<file path="src/rtl/bram_dbg_pkg.sv">
// rtl/bram_dbg_pkg.sv - shared types and constants for the BRAM debug engine
package bram_dbg_pkg;

    typedef enum logic [2:0] {
        S_IDLE,
        S_LOAD,
        S_WRITE,
        S_RD_ISSUE,
        S_RD_WAIT,
        S_RD_OUT,
        S_FIN
    } state_t;

    localparam logic       OP_LOAD    = 1'b0;
    localparam logic       OP_DUMP    = 1'b1;
    localparam logic [3:0] WE_ALL     = 4'hF;
    localparam int         RD_LATENCY = 1;

    // A single-channel build still needs a 1-bit channel select.
    function automatic int ch_width(input int n);
        return (n > 1) ? $clog2(n) : 1;
    endfunction

endpackage

</file>
<file path="src/rtl/bram_debug_engine_if.sv">
// rtl/bram_debug_engine_if.sv - host command, load and dump streams
interface bram_debug_engine_if
    import bram_dbg_pkg::*;
#(
    parameter int NUM_CH = 2,
    parameter int CNT_W  = 13
) ();
    localparam int CH_W = ch_width(NUM_CH);

    logic             cmd_valid;
    logic             cmd_ready;
    logic             cmd_op;
    logic [CH_W-1:0]  cmd_ch;
    logic [31:0]      cmd_base;
    logic [CNT_W-1:0] cmd_count;
    logic             wr_valid;
    logic             wr_ready;
    logic [31:0]      wr_data;
    logic             rd_valid;
    logic             rd_ready;
    logic [31:0]      rd_data;
    logic [31:0]      rd_addr;
    logic             hold_cpu;
    logic             done;
    logic             err;

    modport slave (
        input  cmd_valid, cmd_op, cmd_ch, cmd_base, cmd_count, wr_valid, wr_data, rd_ready,
        output cmd_ready, wr_ready, rd_valid, rd_data, rd_addr, hold_cpu, done, err
    );

    modport master (
        output cmd_valid, cmd_op, cmd_ch, cmd_base, cmd_count, wr_valid, wr_data, rd_ready,
        input  cmd_ready, wr_ready, rd_valid, rd_data, rd_addr, hold_cpu, done, err
    );

endinterface

</file>
<file path="src/rtl/bram_dbg_chan_mux.sv">
// rtl/bram_dbg_chan_mux.sv - steers one access onto the selected debug port, selects read data
module bram_dbg_chan_mux #(
    parameter int NUM_CH = 2,
    parameter int CH_W   = 1
) (
    input  logic                i_clk,
    input  logic                i_rst,
    input  logic                i_en,
    input  logic [CH_W-1:0]     i_ch,
    input  logic [31:0]         i_a,
    input  logic [31:0]         i_wd,
    input  logic [3:0]          i_we,
    input  logic [CH_W-1:0]     i_rd_ch,
    input  logic [NUM_CH*32-1:0] i_rd2,
    output logic [NUM_CH*32-1:0] o_a2,
    output logic [NUM_CH*32-1:0] o_wd2,
    output logic [NUM_CH*4-1:0]  o_we2,
    output logic [31:0]          o_rd
);
    logic [NUM_CH*32-1:0] w_a2;
    logic [NUM_CH*32-1:0] w_wd2;
    logic [NUM_CH*4-1:0]  w_we2;
    logic [NUM_CH*32-1:0] r_a2;
    logic [NUM_CH*32-1:0] r_wd2;
    logic [NUM_CH*4-1:0]  r_we2;

    always_comb begin
        w_a2  = '0;
        w_wd2 = '0;
        w_we2 = '0;
        o_rd  = '0;
        for (int i = 0; i < NUM_CH; i++) begin
            if (i_en && int'(i_ch) == i) begin
                w_a2[i*32 +: 32] = i_a;
                w_wd2[i*32 +: 32] = i_wd;
                w_we2[i*4 +: 4]  = i_we;
            end
            if (int'(i_rd_ch) == i) begin
                o_rd = i_rd2[i*32 +: 32];
            end
        end
    end

    // Async clear drops every write enable the instant reset is asserted.
    always_ff @(posedge i_clk or posedge i_rst) begin
        if (i_rst) begin
            r_a2  <= '0;
            r_wd2 <= '0;
            r_we2 <= '0;
        end else begin
            r_a2  <= w_a2;
            r_wd2 <= w_wd2;
            r_we2 <= w_we2;
        end
    end

    assign o_a2  = r_a2;
    assign o_wd2 = r_wd2;
    assign o_we2 = r_we2;

endmodule

</file>
<file path="src/rtl/bram_debug_engine.sv">
// rtl/bram_debug_engine.sv - load/dump engine driving BRAM debug ports while holding the core
module bram_debug_engine
    import bram_dbg_pkg::*;
#(
    parameter int NUM_CH     = 2,
    parameter int BRAM_WORDS = 4096,
    parameter int CNT_W      = 13
) (
    input  logic                  CPU_CLK,
    input  logic                  CPU_RST,
    bram_debug_engine_if.slave    host,
    output logic [NUM_CH*32-1:0]  dbg_a2,
    output logic [NUM_CH*32-1:0]  dbg_wd2,
    output logic [NUM_CH*4-1:0]   dbg_we2,
    input  logic [NUM_CH*32-1:0]  dbg_rd2
);
    localparam int CH_W = ch_width(NUM_CH);

    state_t           r_state;
    logic [31:0]      r_addr;
    logic [CNT_W-1:0] r_count;
    logic [CH_W-1:0]  r_ch;
    logic             r_err;
    logic             r_rd_valid;
    logic [31:0]      r_rd_data;
    logic [31:0]      r_rd_addr;

    logic             w_cmd_ok;
    logic [31:0]      w_end_word;
    logic             w_last;
    logic             w_acc_en;
    logic [CH_W-1:0]  w_acc_ch;
    logic [31:0]      w_acc_a;
    logic [31:0]      w_acc_wd;
    logic [3:0]       w_acc_we;
    logic [31:0]      w_rd_sel;

    assign w_end_word = {2'b00, host.cmd_base[31:2]} + 32'(host.cmd_count);
    assign w_cmd_ok   = (host.cmd_count != '0) && (host.cmd_base[1:0] == 2'b00) &&
                        (int'(host.cmd_ch) < NUM_CH) && (w_end_word <= 32'(BRAM_WORDS));
    assign w_last     = (r_count == CNT_W'(1));

    // The port registers sit one cycle ahead, so a read address must be
    // presented on the transition into RD_ISSUE, not during it.
    always_comb begin
        w_acc_en = 1'b0;
        w_acc_ch = r_ch;
        w_acc_a  = '0;
        w_acc_wd = '0;
        w_acc_we = '0;
        case (r_state)
            S_IDLE: begin
                if (host.cmd_valid && w_cmd_ok && host.cmd_op == OP_DUMP) begin
                    w_acc_en = 1'b1;
                    w_acc_ch = host.cmd_ch;
                    w_acc_a  = host.cmd_base;
                end
            end
            S_LOAD: begin
                if (host.wr_valid) begin
                    w_acc_en = 1'b1;
                    w_acc_a  = r_addr;
                    w_acc_wd = host.wr_data;
                    w_acc_we = WE_ALL;
                end
            end
            S_RD_OUT: begin
                if (host.rd_ready && !w_last) begin
                    w_acc_en = 1'b1;
                    w_acc_a  = r_addr + 32'd4;
                end
            end
            default: ;
        endcase
    end

    bram_dbg_chan_mux #(
        .NUM_CH (NUM_CH),
        .CH_W   (CH_W)
    ) u_mux (
        .i_clk   (CPU_CLK),
        .i_rst   (CPU_RST),
        .i_en    (w_acc_en),
        .i_ch    (w_acc_ch),
        .i_a     (w_acc_a),
        .i_wd    (w_acc_wd),
        .i_we    (w_acc_we),
        .i_rd_ch (r_ch),
        .i_rd2   (dbg_rd2),
        .o_a2    (dbg_a2),
        .o_wd2   (dbg_wd2),
        .o_we2   (dbg_we2),
        .o_rd    (w_rd_sel)
    );

    always_ff @(posedge CPU_CLK or posedge CPU_RST) begin
        if (CPU_RST) begin
            r_state    <= S_IDLE;
            r_addr     <= '0;
            r_count    <= '0;
            r_ch       <= '0;
            r_err      <= 1'b0;
            r_rd_valid <= 1'b0;
            r_rd_data  <= '0;
            r_rd_addr  <= '0;
        end else begin
            case (r_state)
                S_IDLE: begin
                    r_err <= 1'b0;
                    if (host.cmd_valid) begin
                        r_ch    <= host.cmd_ch;
                        r_addr  <= host.cmd_base;
                        r_count <= host.cmd_count;
                        if (!w_cmd_ok) begin
                            r_err   <= 1'b1;
                            r_state <= S_FIN;
                        end else if (host.cmd_op == OP_LOAD) begin
                            r_state <= S_LOAD;
                        end else begin
                            r_state <= S_RD_ISSUE;
                        end
                    end
                end
                S_LOAD: begin
                    if (host.wr_valid) r_state <= S_WRITE;
                end
                S_WRITE: begin
                    r_count <= r_count - CNT_W'(1);
                    if (w_last) begin
                        r_state <= S_FIN;
                    end else begin
                        r_addr  <= r_addr + 32'd4;
                        r_state <= S_LOAD;
                    end
                end
                S_RD_ISSUE: r_state <= S_RD_WAIT;
                S_RD_WAIT: begin
                    r_rd_data  <= w_rd_sel;
                    r_rd_addr  <= r_addr;
                    r_rd_valid <= 1'b1;
                    r_state    <= S_RD_OUT;
                end
                S_RD_OUT: begin
                    if (host.rd_ready) begin
                        r_rd_valid <= 1'b0;
                        r_count    <= r_count - CNT_W'(1);
                        if (w_last) begin
                            r_state <= S_FIN;
                        end else begin
                            r_addr  <= r_addr + 32'd4;
                            r_state <= S_RD_ISSUE;
                        end
                    end
                end
                S_FIN:   r_state <= S_IDLE;
                default: r_state <= S_IDLE;
            endcase
        end
    end

    assign host.cmd_ready = (r_state == S_IDLE);
    assign host.wr_ready  = (r_state == S_LOAD);
    assign host.hold_cpu  = (r_state != S_IDLE);
    assign host.done      = (r_state == S_FIN);
    assign host.err       = (r_state == S_FIN) && r_err;
    assign host.rd_valid  = r_rd_valid;
    assign host.rd_data   = r_rd_data;
    assign host.rd_addr   = r_rd_addr;

endmodule

</file>
<file path="src/flat_wrapper.sv">
// flat-port wrapper written by rule: the top's interface ports become plain ports
module bram_debug_engine_flat import bram_dbg_pkg::*;
#(
    parameter int NUM_CH     = 2,
    parameter int BRAM_WORDS = 4096,
    parameter int CNT_W      = 13
)
  (CPU_CLK, CPU_RST, dbg_a2, dbg_wd2, dbg_we2, dbg_rd2, host_cmd_valid, host_cmd_op, host_cmd_ch, host_cmd_base, host_cmd_count, host_wr_valid, host_wr_data, host_rd_ready, host_cmd_ready, host_wr_ready, host_rd_valid, host_rd_data, host_rd_addr, host_hold_cpu, host_done, host_err);
  bram_debug_engine_if #(.NUM_CH(NUM_CH), .CNT_W(CNT_W)) host_i ();
  input  logic CPU_CLK;
  input  logic CPU_RST;
  output logic [NUM_CH*32-1:0] dbg_a2;
  output logic [NUM_CH*32-1:0] dbg_wd2;
  output logic [NUM_CH*4-1:0] dbg_we2;
  input  logic [NUM_CH*32-1:0] dbg_rd2;
  input wire logic [$bits(host_i.cmd_valid)-1:0] host_cmd_valid;
  input wire logic [$bits(host_i.cmd_op)-1:0] host_cmd_op;
  input wire logic [$bits(host_i.cmd_ch)-1:0] host_cmd_ch;
  input wire logic [$bits(host_i.cmd_base)-1:0] host_cmd_base;
  input wire logic [$bits(host_i.cmd_count)-1:0] host_cmd_count;
  input wire logic [$bits(host_i.wr_valid)-1:0] host_wr_valid;
  input wire logic [$bits(host_i.wr_data)-1:0] host_wr_data;
  input wire logic [$bits(host_i.rd_ready)-1:0] host_rd_ready;
  output wire logic [$bits(host_i.cmd_ready)-1:0] host_cmd_ready;
  output wire logic [$bits(host_i.wr_ready)-1:0] host_wr_ready;
  output wire logic [$bits(host_i.rd_valid)-1:0] host_rd_valid;
  output wire logic [$bits(host_i.rd_data)-1:0] host_rd_data;
  output wire logic [$bits(host_i.rd_addr)-1:0] host_rd_addr;
  output wire logic [$bits(host_i.hold_cpu)-1:0] host_hold_cpu;
  output wire logic [$bits(host_i.done)-1:0] host_done;
  output wire logic [$bits(host_i.err)-1:0] host_err;
  assign host_i.cmd_valid = host_cmd_valid;
  assign host_i.cmd_op = host_cmd_op;
  assign host_i.cmd_ch = host_cmd_ch;
  assign host_i.cmd_base = host_cmd_base;
  assign host_i.cmd_count = host_cmd_count;
  assign host_i.wr_valid = host_wr_valid;
  assign host_i.wr_data = host_wr_data;
  assign host_i.rd_ready = host_rd_ready;
  assign host_cmd_ready = host_i.cmd_ready;
  assign host_wr_ready = host_i.wr_ready;
  assign host_rd_valid = host_i.rd_valid;
  assign host_rd_data = host_i.rd_data;
  assign host_rd_addr = host_i.rd_addr;
  assign host_hold_cpu = host_i.hold_cpu;
  assign host_done = host_i.done;
  assign host_err = host_i.err;
  bram_debug_engine #(.NUM_CH(NUM_CH), .BRAM_WORDS(BRAM_WORDS), .CNT_W(CNT_W)) u_core (.CPU_CLK(CPU_CLK), .CPU_RST(CPU_RST), .host(host_i), .dbg_a2(dbg_a2), .dbg_wd2(dbg_wd2), .dbg_we2(dbg_we2), .dbg_rd2(dbg_rd2));
endmodule
</file>
<file path="config.mk">
export PLATFORM = sky130hd
export DESIGN_NAME = bram_debug_engine_flat
export DESIGN_NICKNAME = d
export VERILOG_FILES = /design/src/rtl/bram_dbg_pkg.sv /design/src/rtl/bram_debug_engine_if.sv /design/src/rtl/bram_dbg_chan_mux.sv /design/src/rtl/bram_debug_engine.sv /design/src/flat_wrapper.sv
export SDC_FILE = /design/constraint.sdc
export NUM_CORES = 1
export LEC_CHECK = 0
export BUFFER_PORTS_ARGS = -buffer_cell sky130_fd_sc_hd__buf_2
export CORE_MARGIN = 2
export CORE_UTILIZATION = 52
export DETAILED_ROUTE_END_ITERATION = 8
export PLACE_DENSITY = 0.84
export SLEW_MARGIN = 20
export SYNTH_ARGS = -nofsm -noshare
export SYNTH_HDL_FRONTEND = slang
export SYNTH_SLANG_ARGS = --single-unit
</file>
<file path="constraint.sdc">
create_clock -name CPU_CLK -period 9.3 [get_ports CPU_CLK]
set_input_delay 1.395 -clock CPU_CLK [delete_from_list [all_inputs] [get_ports CPU_CLK]]
set_output_delay 1.395 -clock CPU_CLK [all_outputs]
set_load 0.01 [all_outputs]
</file>
==> impl_metrics.tcl, run 1 <==
set metrics [dict create \
    layoutNonFillerInstCount 1880 \
    core-area_mm2 0.0220 \
    drt_iter0_markers 889 \
    max_cap_viol_count 0 \
    area_growth_pct 23.7 \
    rsz0062_at_grt "false" \
    crit_type "in -> reg" \
    fillCellCount 1760 \
    hold_viol_final 0 \
    outcome "finished, final reports clean" \
    dieArea_mm2 0.0238 \
    syn-num-nets 1442 \
    pwr-share-clk_pct 25.0 \
    dr.pass1.iters 5 \
    ir_drop_uv 294 \
    yosysWarnings 0 \
    fin_worst_skew_ns 0.0137 \
    critPathMaxStageDelay_ns 0.68 \
    die_h_um 154 \
    grtUsageTotal_pct 29.1 \
    antenna_found_initial 1 \
    fin_crit_ns 5.17 \
    fin_crit_sh_pct 55.6 \
    stdcell_area_mm2 0.0145 \
    nNetsFinal 1745 \
    fmax_mhz 193 \
    slew_headroom_pct 30.7 \
    async_flop_share_pct 100 \
    crit_path_end_kind "register" \
    place_inst 1832 \
    hold_path.class "reg -> reg" \
    placement.io_buffers 353 \
    cts.sinks 245 \
    route.vias.total 10800 \
    clk_pin_slew_worst_paths_ns 0.06 \
    cts_hold_buf 0 \
    setup_viol_count_final 0 \
    cts_tree "yes" \
    routedWlPerCell_um 18.9 \
    gp_congestion 1.00 \
    final_common_cell "buf_2" \
    synth.avg_cell_area_um2 9.20 \
    dp_hpwl_um 25500 \
    cts_resized 0 \
    p_leak_uw 0.00706 \
    grt_pass1_vias 10500 \
    grt_pass1_wl_um 55500 \
    p_sw_share_pct 39.9 \
    worstSkewPairLatency_ns 0.54 \
    path_buf_inv 2 \
    place_area_mm2 0.0136 \
    die_w_um 154 \
    path_cells "buf_2 > ha_1 > fa_1 > a21o_1 > a221o_1 > and4_1 > nor2_2 > a211oi_1 > nand3b_1 > a2111o_1 > nor4_4 > a22oi_2 > buf_4 > nor2_1" \
    h-tree-depth 1 \
    overflow 0 \
    cp-start-kind "primary input" \
    tightest_slew_ns 1.04 \
    ys_seq_area_share_pct 52.2 \
    power_frac_seq_pct 37.6 \
    ys_ff_latch 245 \
    syn_area_mm2 0.0117 \
    crit_slowest_cell "nor4_4" \
    n_antenna_cell 0 \
    power_density_mw_per_mm2 301 \
    synth_enable_flop_cells 0 \
    mostFrequentLayoutCells "353 x buf_2, 244 x dfrtp_1, 218 x nor2_1" \
    crit_fanout 55 \
    required_ns 9.75 \
    pwr-share-comb_pct 37.4 \
    path_delay_family "simple AND/OR/NAND/NOR gates" \
    cts_made_buffers 26 \
    drc 0 \
    drtAntennaViolNets 0 \
    viasPerCell 5.75 \
    fp-row-count 54 \
    cts_max_path_buffers 3 \
    pin_count 354 \
    netSwitchingPower_uw 1750 \
    worstPathArrival_ns 5.62 \
    slew_violations 0 \
    layout-drive-gt1-share_pct 29.4 \
    tns_ns 0 \
    start_util_pct 53.3 \
    grt_max_degree 109 \
    synthCells 1277 \
    drt-total-wl_um 35500 \
    cts_setup_buffers 0 \
    synthFlopType "dfrtp_1" \
    whs_ns 0.481 \
    p_int_uw 2630 \
    synth_cell_types 62 \
    clock-root-buffer "clkbuf_16" \
]
-- Yosys cell counts, drive strengths merged (7+ instances only) --
library cell | instances | area (um^2)
o22ai | 14 | 87.6
buf | 32 | 199
nor4 | 11 | 83.8
nor3 | 36 | 185
mux2i | 36 | 360
o21ai | 72 | 360
a31oi | 7 | 43.8
inv | 18 | 67.6
a22oi | 10 | 80.1
nor2 | 220 | 828
nand3 | 42 | 215
clkbuf | 61 | 230
nand2 | 144 | 541
ha | 16 | 200
dfrtp | 245 | 6130
xor2 | 7 | 61.3
mux2 | 36 | 405
a21o | 11 | 82.6
and3 | 13 | 81.3
a21oi | 150 | 751
nand4 | 14 | 87.6
-- path summary, 6_finish.rpt --
| check | startpoint | end | slack (ns) | cells past startpoint |
|---|---|---|---|---|
| max in group asynchronous | CPU_RST | u_core.u_mux.o_a2[16] | 6.84 | 3 |
| worst min-delay path | u_core.host.rd_valid | u_core.host.rd_valid | 0.48 | 1 |
| min in group asynchronous | CPU_RST | u_core.u_mux.o_wd2[13] | 0.98 | 2 |
| worst min register to register | u_core.host.rd_valid | u_core.host.rd_valid | 0.48 | 1 |
| worst max register to register | u_core.r_count[6] | u_core.u_mux.o_wd2[54] | 5.38 | 9 |
| worst max-delay path | host_cmd_base[2] | u_core.u_mux.o_wd2[54] | 4.13 | 14 |
-- registers in the layout, summed over array words and instances (netlist names) --
signal / cells
u_core.u_mux.o_a2: 64
u_core.u_mux.o_wd2: 64
u_core.host.rd_addr: 32
u_core.u_mux.o_we2: 2
u_core.r_state: 3
u_core.r_ch: 1
u_core.r_addr: 32
u_core.host.rd_valid: 1
u_core.host.rd_data: 32
u_core.r_count: 13
u_core.r_err: 1
-- worst reg2reg max path: cells and delay by family (launching register included) --
kind                   cells  cell delay (ns)
flip-flops                 1             0.41
AO/OA/AOI/OAI              1             0.60
AND/OR/NAND/NOR            6             1.89
buffers and inverters      2             0.89
-- power by group through the flow --
stage          clock, uW  sequential, uW  combinational [uW]
6_report            1090            1650                1640
2_1_floorplan          0            1590                1150
3_3_place_gp           0            1640                1570
3_5_place_dp           0            1660                1620
5_1_grt             1150            1690                1800
4_1_cts             1110            1640                1630
-- metrics by stage --
step | setup WS, ns | total power (uW) | util, %
final | 4.13 | 4380 | 66.0
after global placement | 3.73 | 3220 | 61.8
after detailed placement | 3.65 | 3280 | 61.8
after CTS | 4.15 | 4390 | 66.0
after global routing | 3.86 | 4650 | 66.0
after floorplan | 1.18 | 2730 | -
-- layer usage --
layer  wire length (um)  vias up  global-route usage [%]
li1                   -     5065                       -
met1              14000     5143                    36.3
met2              17900      501                    51.3
met3               2260       97                    4.34
met4               1330        2                    11.2
met5                 13        -                       0
-- cells by family after synthesis --
kind of cell | count (synthesis) | synth area share (%)
AND/OR/NAND/NOR | 511 | 19.0
buffers and inverters | 111 | 4.23
multiplexers | 72 | 6.52
flip-flops | 245 | 52.2
adder cells (fa/ha/maj) | 17 | 1.87
XOR/XNOR | 12 | 0.895
AO/OA/AOI/OAI | 309 | 15.3
-- final cells by class --
class | count | area [um^2] | area share (%)
inverter | 18 | 75.1 | 0.517
tap | 280 | 350 | 2.41
clock buffer | 32 | 733 | 5.05
multi-input combinational | 921 | 5170 | 35.6
clock inverter | 16 | 188 | 1.29
sequential | 245 | 6130 | 42.2
timing repair buffer | 368 | 1880 | 12.9
Note: power is estimated with default switching activity, not from simulation.
==> run 2, diff against run 1 <==
--- a/config.mk
+++ b/config.mk
@@ -7,9 +7,9 @@
 export LEC_CHECK = 0
 export BUFFER_PORTS_ARGS = -buffer_cell sky130_fd_sc_hd__buf_2
 export CORE_MARGIN = 2
-export CORE_UTILIZATION = 52
+export CORE_UTILIZATION = 47
 export DETAILED_ROUTE_END_ITERATION = 8
-export PLACE_DENSITY = 0.84
+export PLACE_DENSITY = 0.8
 export SLEW_MARGIN = 20
 export SYNTH_ARGS = -nofsm -noshare
 export SYNTH_HDL_FRONTEND = slang
==> constraint.sdc (replaced) <==
create_clock -name CPU_CLK -period 4.7 [get_ports CPU_CLK]
set_input_delay 0.705 -clock CPU_CLK [delete_from_list [all_inputs] [get_ports CPU_CLK]]
set_output_delay 0.705 -clock CPU_CLK [all_outputs]
set_load 0.01 [all_outputs]
==> run 2 against run 1 <==
Against the previous run:
- utilization decreased by 6.2 points
- global-route usage decreased by 3.3 points
- largest power group is now combinational cells
- sequential share of layout area decreased by 0.29 points
- via count decreased by 1.6%
- final area increased by 0.68%
==> impl_metrics.tcl, run 2 (synthesis results as in run 1) <==
set metrics [dict create \
    crit_type "in -> reg" \
    cts_tree "yes" \
    pwr-share-clk_pct 24.4 \
    final_common_cell "buf_2" \
    cts_resized 0 \
    dieArea_mm2 0.0263 \
    pin_count 354 \
    h-tree-depth 1 \
    start_util_pct 48.0 \
    drtAntennaViolNets 0 \
    grtUsageTotal_pct 25.8 \
    antenna_found_initial 1 \
    tightest_slew_ns 0.953 \
    crit_path_end_kind "register" \
    clk_pin_slew_worst_paths_ns 0.06 \
    max_cap_viol_count 0 \
    p_sw_share_pct 39.9 \
    setup_viol_count_final 0 \
    drt-total-wl_um 35100 \
    cts_max_path_buffers 3 \
    hold_path.class "in -> async" \
    gp_congestion 0.927 \
    viasPerCell 5.52 \
    place_inst 1879 \
    cp-start-kind "primary input" \
    drt_iter0_markers 1015 \
    grt_pass1_wl_um 54200 \
    cts_setup_buffers 0 \
    hold_viol_final 0 \
    layoutNonFillerInstCount 1928 \
    netSwitchingPower_uw 3440 \
    route.vias.total 10600 \
    clock-root-buffer "clkbuf_16" \
    nNetsFinal 1749 \
    power_density_mw_per_mm2 590 \
    slew_violations 0 \
    fin_crit_sh_pct 84.9 \
    power_frac_seq_pct 37.0 \
    overflow 0 \
    tns_ns 0 \
    cts_hold_buf 0 \
    fp-row-count 57 \
    outcome "finished, final reports clean" \
    core-area_mm2 0.0245 \
    routedWlPerCell_um 18.2 \
    ir_drop_uv 398 \
    p_int_uw 5190 \
    grt_max_degree 137 \
    fin_worst_skew_ns 0.0193 \
    layout-drive-gt1-share_pct 29.3 \
    crit_fanout 55 \
    cts.sinks 245 \
    fmax_mhz 251 \
    worstSkewPairLatency_ns 0.55 \
    placement.io_buffers 353 \
    slew_headroom_pct 36.4 \
    p_leak_uw 0.00706 \
    mostFrequentLayoutCells "353 x buf_2, 244 x dfrtp_1, 218 x nor2_1" \
    area_growth_pct 24.5 \
    fillCellCount 2086 \
    rsz0062_at_grt "false" \
    die_h_um 162 \
    rr_worst_depth 9 \
    required_ns 5.16 \
    worstPathArrival_ns 4.45 \
    cts_made_buffers 27 \
    dr.pass1.iters 7 \
    fin_crit_ns 3.99 \
    drc 0 \
    grt_pass1_vias 10000 \
    die_w_um 162 \
    dp_hpwl_um 25400 \
    pwr-share-comb_pct 38.6 \
]
-- run 2: area by class of cell --
| class | count | area [um^2] | share of cell area (%) |
|---|---|---|---|
| clock buffer | 36 | 759 | 5.19 |
| clock inverter | 12 | 134 | 0.915 |
| sequential | 245 | 6130 | 41.9 |
| inverter | 18 | 71.3 | 0.488 |
| antenna | 1 | 2.50 | 0.0171 |
| tap | 324 | 405 | 2.77 |
| multi-input combinational | 921 | 5170 | 35.3 |
| timing repair buffer | 371 | 1950 | 13.3 |
-- run 2: power groups by stage --
stage,clock [uW],sequential [uW],combinational (uW)
3_3_place_gp,0,3180,3230
5_1_grt,2260,3260,3690
4_1_cts,2160,3170,3350
2_1_floorplan,0,3140,2270
3_5_place_dp,0,3200,3340
6_report,2110,3190,3340
-- run 2: final timing paths --
kind,to,start,slack [ns]
worst max-delay path,u_core.u_mux.o_wd2[12],host_cmd_count[0],0.71
worst min-delay path,u_core.u_mux.o_a2[57],CPU_RST,0.36
worst max register to register,u_core.u_mux.o_a2[55],u_core.r_count[6],1.04
worst min register to register,u_core.host.rd_valid,u_core.host.rd_valid,0.48
max in group asynchronous,u_core.r_ch,CPU_RST,3.69
min in group CPU_CLK,u_core.u_mux.o_wd2[52],host_wr_data[20],0.40
-- run 2: per-layer routing --
layer | wire length [um] | track usage, % | vias to the layer above
met3 | 2130 | 3.47 | 90
li1 | - | - | 5045
met5 | 0 | 0 | -
met2 | 17600 | 44.4 | 434
met4 | 1180 | 9.57 | 0
met1 | 14100 | 33.4 | 5071
-- run 2: worst max-delay path: stages --
cell	delay, ns
buf_2	0.12
ha_1	0.22
fa_1	0.44
a21o_1	0.19
a221o_1	0.37
and4_1	0.25
nor2_2	0.27
a211oi_1	0.08
nand3b_1	0.17
a2111o_1	0.43
nor3_2	0.41
a41oi_4	0.30
buf_12	0.27
nor2_1	0.16
-- run 2: per-stage QoR --
stage                     cell area (um^2)  util (%)  hold slack [ns]  setup WS [ns]  power, uW
after floorplan                      11800         -            0.440          0.777       5410
after global placement               13700      56.1            0.461          0.322       6410
after detailed placement             13700      56.1            0.466          0.239       6540
after CTS                            14600      59.8            0.371          0.792       8690
after global routing                 14600      59.8            0.382          0.584       9200
final                                14600      59.8            0.355          0.710       8640
